$ cat config.mk
export PLATFORM = sky130hd
export DESIGN_NAME = grant_locking_arbiter_4
export DESIGN_NICKNAME = d
export VERILOG_FILES = /design/src/rtl/grant_locking_arbiter_4_pkg.sv /design/src/rtl/grant_locking_arbiter_4_rr_pick_4.sv /design/src/rtl/grant_locking_arbiter_4.sv
export SDC_FILE = /design/constraint.sdc
export NUM_CORES = 1
export LEC_CHECK = 0
export BUFFER_PORTS_ARGS = -buffer_cell sky130_fd_sc_hd__buf_4
export CAP_MARGIN = 5
export CELL_PAD_IN_SITES_DETAIL_PLACEMENT = 2
export CELL_PAD_IN_SITES_GLOBAL_PLACEMENT = 2
export CORE_MARGIN = 2
export CORE_UTILIZATION = 18
export DETAILED_ROUTE_END_ITERATION = 10
export GPL_ROUTABILITY_DRIVEN = 0
export GPL_TIMING_DRIVEN = 0
export PLACE_DENSITY_LB_ADDON = 0.1
export SYNTH_ARGS = -nofsm -noshare
export SYNTH_HDL_FRONTEND = slang
export SYNTH_HIERARCHICAL = 1
export SYNTH_SLANG_ARGS = --single-unit
$ cat constraint.sdc
create_clock -name clk -period 2.63 [get_ports clk]
set_clock_uncertainty 0.2 [all_clocks]
set_input_delay 0.263 -clock clk [delete_from_list [all_inputs] [get_ports clk]]
set_output_delay 0.263 -clock clk [all_outputs]
set_load 0.005 [all_outputs]
$ cat src/rtl/grant_locking_arbiter_4_pkg.sv
// Shared constants, state encoding and burst classification for the
// four-input grant-locking arbiter.
package grant_locking_arbiter_4_pkg;

    localparam logic [3:0] G_TYPE_GET_DATA_BLOCK   = 4'h5;
    localparam logic [3:0] G_TYPE_NONBUILTIN_BURST = 4'h0;

    localparam int DEFAULT_BEAT_BITS = 3;
    localparam int BEATS_PER_BURST   = 1 << DEFAULT_BEAT_BITS;

    typedef enum logic {
        IDLE   = 1'b0,
        LOCKED = 1'b1
    } arb_state_e;

    // Builtin grants burst only for GET_DATA_BLOCK; non-builtin only for type 0.
    function automatic logic isBurstBeat(input logic isBuiltin, input logic [3:0] gType);
        return isBuiltin ? (gType == G_TYPE_GET_DATA_BLOCK)
                         : (gType == G_TYPE_NONBUILTIN_BURST);
    endfunction

endpackage

$ cat src/rtl/grant_locking_arbiter_4_rr_pick_4.sv
// Combinational round-robin picker: first valid index after 'last', wrapping mod 4.
module rr_pick_4 (
    input  logic [3:0] valid,
    input  logic [1:0] last,
    output logic [1:0] sel,
    output logic       any
);

    // Scan from the farthest offset down so the nearest valid index wins.
    always_comb begin
        sel = last;
        any = 1'b0;
        for (int i = 4; i >= 1; i--) begin
            if (valid[2'(last + 2'(i))]) begin
                sel = 2'(last + 2'(i));
                any = 1'b1;
            end
        end
    end

endmodule

$ cat src/rtl/grant_locking_arbiter_4.sv
// Four-input round-robin grant arbiter that locks onto a requester for the
// full length of a multi-beat burst, feeding a one-entry output register.
module grant_locking_arbiter_4
    import grant_locking_arbiter_4_pkg::*;
#(
    parameter int DATA_W    = 64,
    parameter int BEAT_BITS = DEFAULT_BEAT_BITS
) (
    input  logic              clk,
    input  logic              reset,

    input  logic              io_in_0_valid,
    output logic              io_in_0_ready,
    input  logic [2:0]        io_in_0_bits_addr_beat,
    input  logic [1:0]        io_in_0_bits_client_xact_id,
    input  logic              io_in_0_bits_manager_xact_id,
    input  logic              io_in_0_bits_is_builtin_type,
    input  logic [3:0]        io_in_0_bits_g_type,
    input  logic [DATA_W-1:0] io_in_0_bits_data,

    input  logic              io_in_1_valid,
    output logic              io_in_1_ready,
    input  logic [2:0]        io_in_1_bits_addr_beat,
    input  logic [1:0]        io_in_1_bits_client_xact_id,
    input  logic              io_in_1_bits_manager_xact_id,
    input  logic              io_in_1_bits_is_builtin_type,
    input  logic [3:0]        io_in_1_bits_g_type,
    input  logic [DATA_W-1:0] io_in_1_bits_data,

    input  logic              io_in_2_valid,
    output logic              io_in_2_ready,
    input  logic [2:0]        io_in_2_bits_addr_beat,
    input  logic [1:0]        io_in_2_bits_client_xact_id,
    input  logic              io_in_2_bits_manager_xact_id,
    input  logic              io_in_2_bits_is_builtin_type,
    input  logic [3:0]        io_in_2_bits_g_type,
    input  logic [DATA_W-1:0] io_in_2_bits_data,

    input  logic              io_in_3_valid,
    output logic              io_in_3_ready,
    input  logic [2:0]        io_in_3_bits_addr_beat,
    input  logic [1:0]        io_in_3_bits_client_xact_id,
    input  logic              io_in_3_bits_manager_xact_id,
    input  logic              io_in_3_bits_is_builtin_type,
    input  logic [3:0]        io_in_3_bits_g_type,
    input  logic [DATA_W-1:0] io_in_3_bits_data,

    input  logic              io_out_ready,
    output logic              io_out_valid,
    output logic [2:0]        io_out_bits_addr_beat,
    output logic [1:0]        io_out_bits_client_xact_id,
    output logic              io_out_bits_manager_xact_id,
    output logic              io_out_bits_is_builtin_type,
    output logic [3:0]        io_out_bits_g_type,
    output logic [DATA_W-1:0] io_out_bits_data,
    output logic [1:0]        io_chosen
);

    typedef struct packed {
        logic [2:0]        addrBeat;
        logic [1:0]        clientXactId;
        logic              managerXactId;
        logic              isBuiltinType;
        logic [3:0]        gType;
        logic [DATA_W-1:0] data;
    } beat_t;

    localparam logic [BEAT_BITS-1:0] LAST_BEAT = '1;

    arb_state_e           state_q, state_d;
    logic [BEAT_BITS-1:0] count_q, count_d;
    logic [1:0]           lockIdx_q, lockIdx_d;
    logic [1:0]           lastGrant_q, lastGrant_d;

    logic                 outValid_q;
    beat_t                outBeat_q;
    logic [1:0]           chosen_q;

    beat_t                inBeat [4];
    logic [3:0]           inValid;
    logic [3:0]           inReady;
    logic [1:0]           rrSel;
    logic                 rrAny;
    logic [1:0]           sel;
    logic                 selValid;
    beat_t                selBeat;
    logic                 loadEn;
    logic                 acceptEn;

    assign inValid   = {io_in_3_valid, io_in_2_valid, io_in_1_valid, io_in_0_valid};
    assign inBeat[0] = {io_in_0_bits_addr_beat, io_in_0_bits_client_xact_id, io_in_0_bits_manager_xact_id,
                        io_in_0_bits_is_builtin_type, io_in_0_bits_g_type, io_in_0_bits_data};
    assign inBeat[1] = {io_in_1_bits_addr_beat, io_in_1_bits_client_xact_id, io_in_1_bits_manager_xact_id,
                        io_in_1_bits_is_builtin_type, io_in_1_bits_g_type, io_in_1_bits_data};
    assign inBeat[2] = {io_in_2_bits_addr_beat, io_in_2_bits_client_xact_id, io_in_2_bits_manager_xact_id,
                        io_in_2_bits_is_builtin_type, io_in_2_bits_g_type, io_in_2_bits_data};
    assign inBeat[3] = {io_in_3_bits_addr_beat, io_in_3_bits_client_xact_id, io_in_3_bits_manager_xact_id,
                        io_in_3_bits_is_builtin_type, io_in_3_bits_g_type, io_in_3_bits_data};

    rr_pick_4 u_pick (
        .valid (inValid),
        .last  (lastGrant_q),
        .sel   (rrSel),
        .any   (rrAny)
    );

    // While locked the owner keeps the slot even when idle, producing bubbles.
    always_comb begin
        sel      = rrSel;
        selValid = rrAny;
        if (state_q == LOCKED) begin
            sel      = lockIdx_q;
            selValid = inValid[lockIdx_q];
        end
    end

    assign selBeat  = inBeat[sel];
    assign loadEn   = !outValid_q || io_out_ready;
    assign acceptEn = loadEn && selValid && !reset;
    assign inReady  = acceptEn ? (4'b0001 << sel) : 4'b0000;

    assign io_in_0_ready = inReady[0];
    assign io_in_1_ready = inReady[1];
    assign io_in_2_ready = inReady[2];
    assign io_in_3_ready = inReady[3];

    always_comb begin
        state_d     = state_q;
        count_d     = count_q;
        lockIdx_d   = lockIdx_q;
        lastGrant_d = lastGrant_q;
        if (acceptEn) begin
            lastGrant_d = sel;
            case (state_q)
                IDLE: begin
                    if (isBurstBeat(selBeat.isBuiltinType, selBeat.gType)) begin
                        state_d   = LOCKED;
                        lockIdx_d = sel;
                        count_d   = BEAT_BITS'(1);
                    end
                end
                LOCKED: begin
                    count_d = count_q + 1'b1;
                    if (count_q == LAST_BEAT) begin
                        state_d = IDLE;
                    end
                end
                default: ;
            endcase
        end
    end

    // Last grant starts at 3 so requester 0 has first priority out of reset.
    always_ff @(posedge clk or posedge reset) begin
        if (reset) begin
            state_q     <= IDLE;
            count_q     <= '0;
            lockIdx_q   <= 2'd0;
            lastGrant_q <= 2'd3;
        end else begin
            state_q     <= state_d;
            count_q     <= count_d;
            lockIdx_q   <= lockIdx_d;
            lastGrant_q <= lastGrant_d;
        end
    end

    always_ff @(posedge clk or posedge reset) begin
        if (reset) begin
            outValid_q <= 1'b0;
            outBeat_q  <= '0;
            chosen_q   <= 2'd0;
        end else if (acceptEn) begin
            outValid_q <= 1'b1;
            outBeat_q  <= selBeat;
            chosen_q   <= sel;
        end else if (io_out_ready) begin
            outValid_q <= 1'b0;
        end
    end

    assign io_out_valid                = outValid_q;
    assign io_out_bits_addr_beat       = outBeat_q.addrBeat;
    assign io_out_bits_client_xact_id  = outBeat_q.clientXactId;
    assign io_out_bits_manager_xact_id = outBeat_q.managerXactId;
    assign io_out_bits_is_builtin_type = outBeat_q.isBuiltinType;
    assign io_out_bits_g_type          = outBeat_q.gType;
    assign io_out_bits_data            = outBeat_q.data;
    assign io_chosen                   = chosen_q;

endmodule

---- Yosys cells after proc, flatten, opt, wreduce, memory -nomap -nowiden ----
Index checks and enable logic that the tools add are counted.
storage, ports and cells
  logic and storage cells ................. 68
  output and inout port bits .............. 82
  register bits after elaboration ......... 86
  bits of input ports ..................... 307
operators by class
  eq/ne operators ......................... 3
  shift-type cells ........................ 1
  order comparisons ....................... 6
  add/sub/neg operators ................... 4
  mux-type cells .......................... 31
  bitwise operators ....................... 2
  reductions and logical operators ........ 9
operators by type and width
  cell                                                                           number
  75-bit binary-select mux with 2-bit select                                     1
  75-bit two-way mux                                                             2
  2-bit by 3-bit less-than comparator with 1-bit output (second input constant)  5
  1-bit two-way mux                                                              15
  1-bit binary-select mux with 2-bit select                                      5
  2-bit two-way mux                                                              4
  3-bit case mux with 2 select lines                                             1
  2-bit adder (second input constant)                                            2
  4-bit by 3-bit == test with 1-bit output (second input constant)               1
  4-bit zero test                                                                1
  4-bit two-way mux                                                              1
  1-bit by 2-bit << shifter with 4-bit output (first input constant)             1
  3-bit by 1-bit adder with 3-bit output (second input constant)                 1
  3-bit == test (second input constant)                                          1
  3-bit >= comparator (second input constant)                                    1
  3-bit two-way mux                                                              1
  2-bit NOT with 3-bit output                                                    1
  3-bit AND reduction                                                            1
  2-bit by 1-bit adder with 2-bit output (second input constant)                 1
  1-bit logical AND                                                              2
  1-bit zero test                                                                2
  2-bit inequality test (second input constant)                                  1
  1-bit case mux with 2 select lines                                             1
  2-bit AND reduction                                                            1
  3 further kinds                                                                3

---- Logic depth before layout (Yosys ltp) ----
  depth after elaboration ................. 15
  gate-level depth with buffers ........... 11
  gate-level depth less buffers ........... 9

---- By module ----
The synthesis kept the hierarchy.
by module, submodules not included
  module                   instances  seq. area each (µm²)  area an instance (µm²)  cells an instance
  grant_locking_arbiter_4  1          2,154.6               5,609.1                 866
  rr_pick_4                1          0.0                   82.6                    14

---- Worst setup path after synthesis ----
OpenSTA, ideal clock, no wires.
  path type ............................... register -> register
  start point ............................. register lastGrant_q[1]
  end point ............................... register lockIdx_q[1]
  path buffers ............................ 0
  stages on the path, launching flop included .. 9
  required time ........................... 2.305 ns
  arrival time ............................ 2.498 ns
  period minus slack after synthesis ...... 2.823 ns
  setup time .............................. 0.125 ns
  slack ................................... -0.193 ns
  path through ............................ dfstp_2 > mux2i_1 > nor2_1 > a221o_1 > mux2i_2 > mux4_2 > nor4b_2 > o21a_2 > mux2_4
between the ends
  longest elaborated chain between the ends .. 14
  elaborated cells between the ends (all ways) .. 30
  classes of those cells .................. add/sub (3); eq/ne (1); mux (21); bitwise (1); reduce/logical (4)
ends and longest elaborated chain
  item                                                                                line                                                                  RTL
  from (decl)                                                                         grant_locking_arbiter_4.sv:73                                         logic [1:0] lastGrant_q, lastGrant_d;
  from (signal assigned)                                                              grant_locking_arbiter_4.sv:164                                        lastGrant_q <= lastGrant_d;
  2-bit adder                                                                         grant_locking_arbiter_4_rr_pick_4.sv:14                               if (valid[2'(last + 2'(i))]) begin
  1-bit binary-select mux with 2-bit select                                           grant_locking_arbiter_4_rr_pick_4.sv:14
  1-bit two-way mux (not written as such)                                             grant_locking_arbiter_4_rr_pick_4.sv:14
  2-bit two-way mux (2 in series)                                                     grant_locking_arbiter_4_rr_pick_4.sv:14
  2-bit two-way mux (*)                                                               grant_locking_arbiter_4_rr_pick_4.sv:14
  via rrSel[0]                                                                        grant_locking_arbiter_4.sv:82                                         logic [1:0] rrSel;
  2-bit two-way mux (*)                                                               grant_locking_arbiter_4.sv:111                                        if (state_q == LOCKED) begin
  2-bit NOT with 3-bit output (not written as such) (*)                               grant_locking_arbiter_4.sv:117                                        assign selBeat = inBeat[sel];
  75-bit binary-select mux with 2-bit select (*)                                      grant_locking_arbiter_4.sv:117
  75-bit two-way mux (not written as such) (*) (2 in series)                          grant_locking_arbiter_4.sv:117
  4-bit by 3-bit == test with 1-bit output / 4-bit zero test (equally long branches)  grant_locking_arbiter_4_pkg.sv:18, grant_locking_arbiter_4_pkg.sv:19
  1-bit two-way mux (*)                                                               grant_locking_arbiter_4_pkg.sv:18                                     return isBuiltin ? (gType == G_TYPE_GET_DATA_BLOCK)
  3-bit AND reduction (no source line) (*)                                            -
  to (signal assigned)                                                                grant_locking_arbiter_4.sv:163                                        lockIdx_q <= lockIdx_d;
  to (decl)                                                                           grant_locking_arbiter_4.sv:72                                         logic [1:0] lockIdx_q, lockIdx_d;
Mark *: on every way through the listed nets, which the timed path passes. The rest lies on a longest branch. The select of a mux whose other input is x is not followed.
A chain may end at the register's enable or synchronous reset.

---- Final worst setup path ----
Ends and elaborated chain as after synthesis.

==> flow_summary.ini <==
[routing]
drtAntennaViolNets = 0
top_layer = met4
num_vias = 7666
route.met3.wl_um = 2130
firstDrtPassIters = 4
met1_length_um = 13700
via_per_inst = 4.48
routed_wirelength_um = 33800
route.detailed.drc = 0
drtIter0Drc = 202
met2_length_um = 17300
wl_per_cell_um = 19.8

[global_routing]
overflow = 0
grt_max_degree = 35
grt_pass1_wl_um = 51300
track_usage_pct = 20.5
grt_pass1_vias = 8545
antenna_found_initial = 1

[placement]
dp_hpwl_um = 26500
placed_cell_area_um2 = 9160
placed_cells = 1672
place_ws_ps = -1030
numPortBuffers = 388

[clocking]
clkTransAtPathRegs_ps = 70
cts_tree = done
clock_path_buffers = 2
cts-buffers-inserted = 9
clock_sinks = 86
root_buffer = clkbuf_16
clk_latency_ps = 350
htreeDepth = 3

[setup_path]
worst-setup-path-type = reg -> reg
startpoint_type = flip-flop
worstPathArrival_ps = 3030
cp.required_ps = 2660
critPathCaptureType = flip-flop
cp_max_fo = 6

[yosys]
ys.flop_type = dfrtp_1
synth_edf_count = 0
syn-cell-area_um2 = 5690
yosys_warnings = 6
ys_seq_area_share_pct = 37.9
syn_inst = 880
avgSynthCellArea_um2 = 6.47
synth_nets = 1189
synth-seq-cells = 86
synth_cell_types = 37
async_flop_share_pct = 100

[sta]
drv_slew = 0
worst_pin_slew_ps = 794
rsz0062_at_grt = yes
hold_viol_final = 0
max_freq_ghz = 0.334
setup_slack_ps = -367
maxSlewHeadroom_pct = 47.0
finalCritPeriodShare_pct = 114
report.final.setup_viol = 35
post-route-min-period_ps = 3000

[cells_and_area]
layout-drive-gt1-share_pct = 40.6
layout.nets = 1614
finish.instance_area_um2 = 10300
syn_to_final_growth_pct = 80.3
n_fill_cell = 3821
final_cells = 1710

[job]
maxCapViolations = 0

[power_and_ir_drop]
max-vdd-ir-drop_mv = 0.479
total_power_uw = 12900
p_per_area_nw_per_um2 = 1260
p_leak_uw = 0.00532

[floorplan]
start_util_pct = 18.2
die_w_um = 182
io-pin-count = 389
die_area_um2 = 33100
dieHeight_um = 182
rows = 65
coreArea_um2 = 31300

[status]
violations = negative setup slack
outcome = finished, violations left

[worst_hold_path]
hold_class = in -> reg
[worst max-delay path, stage by stage (launching register included)]
cell,delay [ps]
dfstp_2,610
mux2i_1,210
nor2_1,60
a221o_1,300
mux2i_4,170
buf_12,150
buf_12,130
mux4_2,350
nor4b_4,170
o21a_4,230
mux2_4,290
[cell type report]
cell class | instances | area (um^2) | area share, %
Sequential cell | 86 | 2150 | 21.0
Multi-Input combinational cell | 721 | 3500 | 34.1
Tap cell | 402 | 503 | 4.90
Antenna cell | 1 | 2.50 | 0.0244
Clock inverter | 3 | 15.0 | 0.146
Buffer | 60 | 568 | 5.53
Timing Repair Buffer | 421 | 3260 | 31.8
Inverter | 6 | 26.3 | 0.256
Clock buffer | 10 | 229 | 2.23
[through the flow]
stage / TNS [ps] / utilization, % / hold slack [ps]
finish: -3140 / 32.8 / 73.6
global route: -12610 / 32.8 / 102
CTS: -2950 / 32.0 / 66.3
detailed placement: -64280 / 29.3 / 271
global placement: -57750 / 29.1 / 261
floorplan: -86.6 / - / 270
[worst paths after layout]
check	from	to	slack, ps	cells past startpoint
worst max register to register	lastGrant_q[1]$_DFFE_PP1P_	lockIdx_q[1]$_DFFE_PP0P_	-370	10
worst max-delay path	lastGrant_q[1]$_DFFE_PP1P_	lockIdx_q[1]$_DFFE_PP0P_	-370	10
worst min register to register	io_out_bits_data[22]$_DFFE_PP0P_	io_out_bits_data[22]$_DFFE_PP0P_	280	2
min in group asynchronous	reset	io_out_valid$_DFFE_PP0P_	470	3
max in group asynchronous	reset	lastGrant_q[1]$_DFFE_PP1P_	840	5
worst min-delay path	io_in_1_bits_data[19]	io_out_bits_data[19]$_DFFE_PP0P_	70	5
[metal layers]
| layer | global-route usage [%] | vias to the layer above |
|---|---|---|
| met5 | 0 | - |
| met4 | 6.11 | 0 |
| met3 | 5.07 | 32 |
| met2 | 36.7 | 221 |
| met1 | 24.1 | 3689 |
| li1 | - | 3724 |
[kinds of logic after synthesis]
family                     Yosys count  synth area share (%)
AOI/OAI and AO/OA                  159                  14.6
adders and majority gates            2                 0.440
buffers and inverters               73                  5.14
DFF                                 86                  37.9
muxes                               17                  3.82
and+or+nand+nor                    543                  38.2
[cells in the mapped netlist, types with 2 or more instances]
library cell	n	area share, %
a21oi_1	5	0.44
a32o_1	2	0.35
buf_1	4	0.26
buf_2	3	0.26
buf_6	2	0.40
clkbuf_1	58	3.8
dfrtp_1	84	37
dfstp_2	2	0.92
ha_1	2	0.44
inv_1	6	0.40
mux2i_1	11	1.9
mux4_2	2	0.79
nand2_1	444	29
nand2b_1	3	0.33
nand3_1	72	6.3
nor2_1	13	0.86
nor2b_1	2	0.22
nor3_1	4	0.35
o21ai_0	142	12
o21ai_1	2	0.18
[placed cells by master (no fill, tap or decap), drive strengths merged, types with 3 or more instances in the layout]
cell,count
clkbuf,51
nor3,4
o21ai,144
mux2i,13
clkinv,3
a21oi,5
inv,5
nand2b,3
nand3,72
dfrtp,84
nand2,444
nor2,13
buf,439
[flip-flops by register name, indices dropped and copies added (netlist names)]
signal and count:
io_out_bits_is_builtin_type 1, io_out_bits_addr_beat 3, count_q 3, io_out_bits_g_type 4
io_chosen 2, io_out_valid 1, io_out_bits_client_xact_id 2, state_q 1
lastGrant_q 2, io_out_bits_manager_xact_id 1, io_out_bits_data 64, lockIdx_q 2
[power by group]
part / total [uW] / internal, uW / switching [uW]
Combinational: 9370 / 4190 / 5180
Clock: 1170 / 621 / 546
Sequential: 2380 / 1990 / 384
Total: 12900 / 6810 / 6110
[what timing repair did]
item | in CTS | in global routing
gates cloned | 2 | 0
buffers inserted | 23 | 5
endpoints found under the setup margin | 90 | 82
pin swaps | 6 | 4
hold endpoints to repair | 30 | 0
resized for setup | 130 | 132
hold buffers | 1 | 0
Note: power is estimated with default switching activity, not from simulation.
